`src/rtl/mc_seq_ctrl.sv`:
```
// mc_seq_ctrl: multi-cycle miniRV sequencer driving PC, IR, memories and write-back
module mc_seq_ctrl #(
    parameter int BOOT_HOLD = 1,
    parameter int CNT_W     = 32
) (
    input  logic             clk,
    input  logic             rst_n,
    input  logic [6:0]       opcode,
    input  logic             br_taken,
    input  logic             imem_ack,
    input  logic             dmem_ack,
    input  logic             halt_req,
    output logic             pc_en,
    output logic [1:0]       npc_sel,
    output logic             ir_en,
    output logic             imem_req,
    output logic             dmem_req,
    output logic             dmem_we,
    output logic             rf_we,
    output logic [1:0]       wb_sel,
    output logic [2:0]       state,
    output logic [CNT_W-1:0] retired,
    output logic             halted
);
    localparam int HOLD = (BOOT_HOLD < 1) ? 1 : BOOT_HOLD;
    localparam logic [2:0] S_BOOT = 3'd0;
    localparam logic [2:0] S_IF   = 3'd1;
    localparam logic [2:0] S_ID   = 3'd2;
    localparam logic [2:0] S_EX   = 3'd3;
    localparam logic [2:0] S_MEM  = 3'd4;
    localparam logic [2:0] S_WB   = 3'd5;
    localparam logic [2:0] S_HALT = 3'd6;
    localparam logic [3:0] C_R    = 4'd0;
    localparam logic [3:0] C_IALU = 4'd1;
    localparam logic [3:0] C_LUI  = 4'd2;
    localparam logic [3:0] C_AUI  = 4'd3;
    localparam logic [3:0] C_LD   = 4'd4;
    localparam logic [3:0] C_ST   = 4'd5;
    localparam logic [3:0] C_BR   = 4'd6;
    localparam logic [3:0] C_JAL  = 4'd7;
    localparam logic [3:0] C_JALR = 4'd8;
    localparam logic [3:0] C_BAD  = 4'd15;

    logic [2:0]       state_q, state_d;
    logic [3:0]       cls_q, cls_d, cls_dec;
    logic [31:0]      boot_q, boot_d;
    logic [CNT_W-1:0] ret_q, ret_d;

    // opcode to instruction class; anything unlisted is illegal
    always_comb begin
        case (opcode)
            7'b0110011: cls_dec = C_R;
            7'b0010011: cls_dec = C_IALU;
            7'b0110111: cls_dec = C_LUI;
            7'b0010111: cls_dec = C_AUI;
            7'b0000011: cls_dec = C_LD;
            7'b0100011: cls_dec = C_ST;
            7'b1100011: cls_dec = C_BR;
            7'b1101111: cls_dec = C_JAL;
            7'b1100111: cls_dec = C_JALR;
            default:    cls_dec = C_BAD;
        endcase
    end

    // strobes decoded from current state, latched class, acks and branch result
    always_comb begin
        pc_en    = 1'b0;
        npc_sel  = 2'b00;
        ir_en    = 1'b0;
        imem_req = 1'b0;
        dmem_req = 1'b0;
        dmem_we  = 1'b0;
        rf_we    = 1'b0;
        wb_sel   = 2'b00;
        case (state_q)
            S_IF: begin
                imem_req = 1'b1;
                ir_en    = imem_ack;
            end
            S_EX: begin
                pc_en   = (cls_q == C_BR);
                npc_sel = (cls_q == C_BR && br_taken) ? 2'b01 : 2'b00;
            end
            S_MEM: begin
                dmem_req = 1'b1;
                dmem_we  = (cls_q == C_ST);
                pc_en    = dmem_ack && (cls_q == C_ST);
            end
            S_WB: begin
                rf_we   = 1'b1;
                pc_en   = 1'b1;
                wb_sel  = (cls_q == C_LD) ? 2'b01 :
                          (cls_q == C_JAL || cls_q == C_JALR) ? 2'b10 : 2'b00;
                npc_sel = (cls_q == C_JAL) ? 2'b01 : (cls_q == C_JALR) ? 2'b10 : 2'b00;
            end
            default: ;
        endcase
    end

    // next state; any commit overrides to IF, or HALT when a halt is requested
    always_comb begin
        state_d = state_q;
        cls_d   = cls_q;
        boot_d  = 32'd0;
        case (state_q)
            S_BOOT: begin
                if (boot_q >= 32'(HOLD - 1)) state_d = S_IF;
                else boot_d = boot_q + 32'd1;
            end
            S_IF:   state_d = imem_ack ? S_ID : S_IF;
            S_ID: begin
                cls_d   = (cls_dec == C_BAD) ? cls_q : cls_dec;
                state_d = (cls_dec == C_BAD) ? S_HALT : S_EX;
            end
            S_EX:   state_d = (cls_q == C_LD || cls_q == C_ST) ? S_MEM : S_WB;
            S_MEM:  state_d = dmem_ack ? S_WB : S_MEM;
            S_WB:   state_d = S_IF;
            S_HALT: state_d = S_HALT;
            default: state_d = S_BOOT;
        endcase
        if (pc_en) state_d = halt_req ? S_HALT : S_IF;
        ret_d = ret_q + {{(CNT_W-1){1'b0}}, pc_en};
    end

    // state registers with asynchronous reset back to BOOT
    always_ff @(posedge clk or negedge rst_n) begin
        if (!rst_n) begin
            state_q <= S_BOOT;
            cls_q   <= 4'd0;
            boot_q  <= 32'd0;
            ret_q   <= '0;
        end else begin
            state_q <= state_d;
            cls_q   <= cls_d;
            boot_q  <= boot_d;
            ret_q   <= ret_d;
        end
    end

    assign state   = state_q;
    assign retired = ret_q;
    assign halted  = (state_q == S_HALT);
endmodule
```
`config.mk`:
```
export PLATFORM = sky130hd
export DESIGN_NAME = mc_seq_ctrl
export DESIGN_NICKNAME = d
export VERILOG_FILES = /design/src/rtl/mc_seq_ctrl.sv
export SDC_FILE = /design/constraint.sdc
export NUM_CORES = 1
export LEC_CHECK = 0
export ABC_AREA = 1
export ABC_CLOCK_PERIOD_IN_PS = 6700
export CAP_MARGIN = 5
export CORE_MARGIN = 4
export CORE_UTILIZATION = 44
export DETAILED_ROUTE_END_ITERATION = 10
export HOLD_SLACK_MARGIN = 0.06
export PLACE_DENSITY = 0.81
export SLEW_MARGIN = 20
export SYNTH_ARGS = -nofsm -noshare
export SYNTH_HDL_FRONTEND = slang
export SYNTH_SLANG_ARGS = --single-unit
export TNS_END_PERCENT = 30
```
`constraint.sdc`:
```
create_clock -name clk -period 6.7 [get_ports clk]
set_clock_uncertainty 0.05 [all_clocks]
set_input_delay 1.34 -clock clk [delete_from_list [all_inputs] [get_ports clk]]
set_output_delay 1.34 -clock clk [all_outputs]
set_load 0.05 [all_outputs]
```
== Yosys cells after proc, flatten, opt, wreduce, memory -nomap -nowiden ==
Index checks and enable logic that the tools add are counted.

* Flip-flop bits (word level): 71
* Bits of input ports: 13
* Output and inout port bits: 46
* Word-level logic and storage cells: 60

* $add $sub $neg: 2
* $lt $le $gt $ge: 1
* Equal/unequal tests: 22
* Multiplexer cells: 24
* Bitwise operators: 1
* Reduce and logical (&&, ||, !) cells: 6

{| class="wikitable"
|+ Operators with widths
! kind !! count
|-
| $mux 32 || 2
|-
| $pmux 4 s9 || 1
|-
| $add 32x1->32 || 1
|-
| $add 32x1->32 const B || 1
|-
| $ge 32x1->1 const B || 1
|-
| $eq 7x6->1 const B || 3
|-
| $eq 7x7->1 const B || 3
|-
| $pmux 3 s7 || 1
|-
| $eq 4x3->1 const B || 4
|-
| $eq 7x5->1 const B || 2
|-
| $mux 2 || 6
|-
| $mux 3 || 4
|-
| $eq 3x3->1 const B || 3
|-
| $eq 4x4->1 const B || 2
|-
| $mux 1 || 8
|-
| $eq 7x2->1 const B || 1
|-
| $eq 3x2->1 const B || 2
|-
| $pmux 2 s2 || 1
|-
| $eq 3x1->1 const B || 1
|-
| $logic_not 3->1 || 1
|-
| $ne 3x3->1 const B || 1
|-
| $pmux 1 s3 || 1
|-
| $logic_and 1x1->1 || 2
|-
| $logic_or 1x1->1 || 2
|-
| 2 further kinds || 2
|}

== Depth between registers and ports, before layout ==
* Word-level depth: 6
* Gate-level depth with buffers: 16
* Gate-level depth less buffers: 16

== Least setup slack after synthesis ==
Ideal clock, no wire load.

* Path kind: register -> output
* From: register state_q[0] (netlist: state[0])
* To: output port wb_sel[0]
* Data arrival time: 3.174 ns
* Required time: 5.310 ns
* Setup slack: 2.136 ns
* Stages on the path, launching flop included: 5
* Path buffers: 0
* Path through: dfrtp_1 inv_2 nor3_2 inv_1 nor4_1

* Cells in the longest elaborated chain, start to end: 2

{| class="wikitable"
|+ Ends and longest elaborated chain
! what !! line !! source
|-
| start, declared || 44 || <nowiki>logic [2:0] state_q, state_d;</nowiki>
|-
| start signal, assigned || 133 || <nowiki>state_q <= state_d;</nowiki>
|-
| $eq 3x3->1 || 75 || <nowiki>case (state_q)</nowiki>
|-
| $mux 2 || 75 ||
|-
| end, declared || 20 || <nowiki>output logic [1:0] wb_sel,</nowiki>
|}

Every way passes these cells.

== Worst setup path after layout ==
* From: input port dmem_ack
* To: output port pc_en

* Cells in the longest elaborated chain, start to end: 2

{| class="wikitable"
|+ Ends and longest elaborated chain
! what !! line !! source
|-
| start, declared || 11 || <nowiki>input logic dmem_ack,</nowiki>
|-
| $logic_and 1x1->1 || 87 || <nowiki>pc_en = dmem_ack && (cls_q == C_ST);</nowiki>
|-
| $pmux 1 s3 || 75 ||
|-
| end, declared || 13 || <nowiki>output logic pc_en,</nowiki>
|}

Every way passes these cells.

==> qor.csv <==
metric;value;unit
synthFlopType;dfrtp_1;
vias;2131;
path_delay_family;buffers and inverters;
ios;59;
clkTransAtPathRegs;0.08;ns
synth.avg_cell_area;7.76;um2
slowest_stage;clkdlybuf4s50_1;
cp_max_fo;4;
grt_pass1_wl;9200;um
cts_hold_buf;0;
synth_edf_count;0;
routed_wirelength;5620;um
grt_usage;0.184;
p_clk_frac;0.271;
syn_inst;297;
die_w;80.4;um
worstMarginPinSlew;0.838;ns
antenna_left;0;
cts_buffer_depth;2;
vdd_drop_max;0.000137;V
synthArstFlopShare;1.00;
dieArea;6460;um2
slew_violations;0;
port-buffer-count;58;
regToRegSetupSlack;4.00;ns
remaining_drc_errors;0;
syn-cell-area;2300;um2
drt_iter0_markers;111;
start_util;0.451;
crit_end;pc_en;
synthToLayoutAreaGrowth;34.7;%
n_antenna_cell;0;
yosysSeqAreaShare;0.423;
cts_tree;done;
startpoint;dmem_ack;
critPathKind;primary input to primary output;
p_sw;0.000351;W
synth-seq-cells;39;
core.rowCount;26;
comb_power_share;0.385;
tns;0;ns
start_kind;primary input;
cts-root-buf;clkbuf_8;
slowest_delay;0.83;ns
cts_sinks;39;
finalHoldViolations;0;
yosys_warnings;0;
final.min_clock_period;4.44;ns
syn-num-nets;312;
hold_class;flip-flop to flip-flop;
status;complete, no violations;
die_y;80.4;um
cts_setup_buffers;0;
p_int;0.000513;W
reg2reg_depth;15;
crit_chain;clkdlybuf4s50_1 -> inv_1 -> nor3_1 -> nor2_1 -> inv_1 -> clkdlybuf4s50_1;
r2r-start;state[2];
cp.depth;6;
synth.distinct_cells;25;
crit_arrival;3.05;ns
hold_ws;0.426;ns
overflow;0;
insertion_delay;0.29;ns
sw_frac_of_total;0.406;
grt_max_degree;40;
rsz0062_at_grt;no;
fin_crit_sh;0.662;
cts_resized;0;
cap_violations;0;
critical_path_required;5.31;ns
vias_per_cell;4.92;
fmax;225;MHz
endpoint_kind;primary output;
p_per_area;278;nW/um2
path_buf_inv;4;
setup_viol;0;
r2r_end;retired[16];
antenna_found_initial;0;
cts-htree-levels;2;
place_area;2970;um2
relSlewSlack;0.441;
fin_ws;2.26;ns
routedWlPerCell;13.0;um
grt_pass1_vias;2017;
cts_buffers;5;
routabilityCongestion;0.881;
dp_hpwl;4450;um
final_area;3100;um2
layout-drive-gt1-share;0.0992;
dp_slack;2.25;ns
p_seq_frac;0.343;
core;5110;um2
cellLeakagePower;1.44;nW
dr.pass1.iters;4;
post-route-util;0.608;
nets;377;
==> per-layer routing <==
layer  track usage  routed length, um
met5             0                  0
met4        0.0659                115
met3        0.0359                325
met2         0.305               2670
met1         0.238               2510
==> worst register-to-register path: cells and delay by family (launching register included) <==
kind,cells,cell delay (ns)
XOR/XNOR,1,0.15
flip-flops,1,0.45
AND/OR/NAND/NOR,9,1.21
adder cells (fa/ha/maj),2,0.45
buffers and inverters,3,0.29
==> cells in the final DEF, fill, tap and decap left out, types with 2 or more instances in the layout <==
cell,count
nand3_1,18
nand4_1,8
dfrtp_1,39
nor3_2,9
inv_1,36
bufinv_16,2
xor2_1,18
nor3_1,10
clkdlybuf4s50_1,57
o211ai_1,2
nor2_2,7
xnor2_1,9
o21ai_0,6
clkbuf_8,5
nand3_2,2
nand2_1,81
inv_2,4
nand3b_1,2
nand2_2,2
ha_1,2
nor2_1,35
==> final cells by class <==
cell class                      count  area, um2
Tap cell                           70       87.6
Multi-Input combinational cell    218       1180
Clock buffer                        5       68.8
Timing Repair Buffer               58        576
Clock inverter                      3       67.6
Sequential cell                    39        976
Fill cell                         444       2000
Inverter                           40        150
==> logic make-up (layout without fill, tap and decap cells) <==
| kind of cell | count (synthesis) | after routing | synth area share |
|---|---|---|---|
| AOI/OAI and AO/OA | 9 | 9 | 0.0217 |
| xor gates and xnor gates | 27 | 27 | 0.103 |
| adders and majority gates | 2 | 2 | 0.0109 |
| buffers and inverters | 40 | 106 | 0.0651 |
| DFF | 39 | 39 | 0.423 |
| and+or+nand+nor | 180 | 180 | 0.376 |
==> metrics by stage <==
stage                     total power (W)  std cells
after detailed placement         0.000635        425
after global routing             0.000903        433
after global placement           0.000628        425
after CTS                        0.000869        433
final                            0.000864        433
after floorplan                  0.000518        297
==> power groups by stage <==
stage | registers, W | clock network [W] | logic [W]
CTS | 0.000296 | 0.000238 | 0.000334
global route | 0.000300 | 0.000249 | 0.000354
floorplan | 0.000375 | 0 | 0.000143
global placement | 0.000301 | 0 | 0.000327
finish | 0.000297 | 0.000234 | 0.000333
detailed placement | 0.000301 | 0 | 0.000334
==> synthesized netlist by cell type, types with 4 or more instances <==
cell,count,area share
nor2_2,7,0.019
inv_2,4,0.0065
xor2_1,18,0.068
xnor2_1,9,0.034
nor3_2,9,0.039
nor3_1,10,0.022
o21ai_0,6,0.013
nor2_1,35,0.057
inv_1,36,0.059
nand4_1,8,0.022
nand3_1,18,0.039
nand2_1,81,0.13
dfrtp_1,39,0.42
==> how the worst min path moves through the flow <==
stage          cells after the start   startpoint  slack (ns)     endpoint
5_1_grt                            1  retired[31]        0.44  retired[31]
2_1_floorplan                      2     cls_q[2]        0.39     cls_q[2]
6_report                           1  retired[31]        0.43  retired[31]
3_3_place_gp                       1  retired[31]        0.41  retired[31]
4_1_cts                            1  retired[31]        0.43  retired[31]
3_5_place_dp                       2     cls_q[2]        0.42     cls_q[2]
==> sequential cells by signal, summed over array words and instances (netlist names) <==
| register | cells |
|---|---|
| cls_q | 4 |
| retired | 32 |
| state | 3 |
Note: power is estimated with default switching activity, not from simulation.
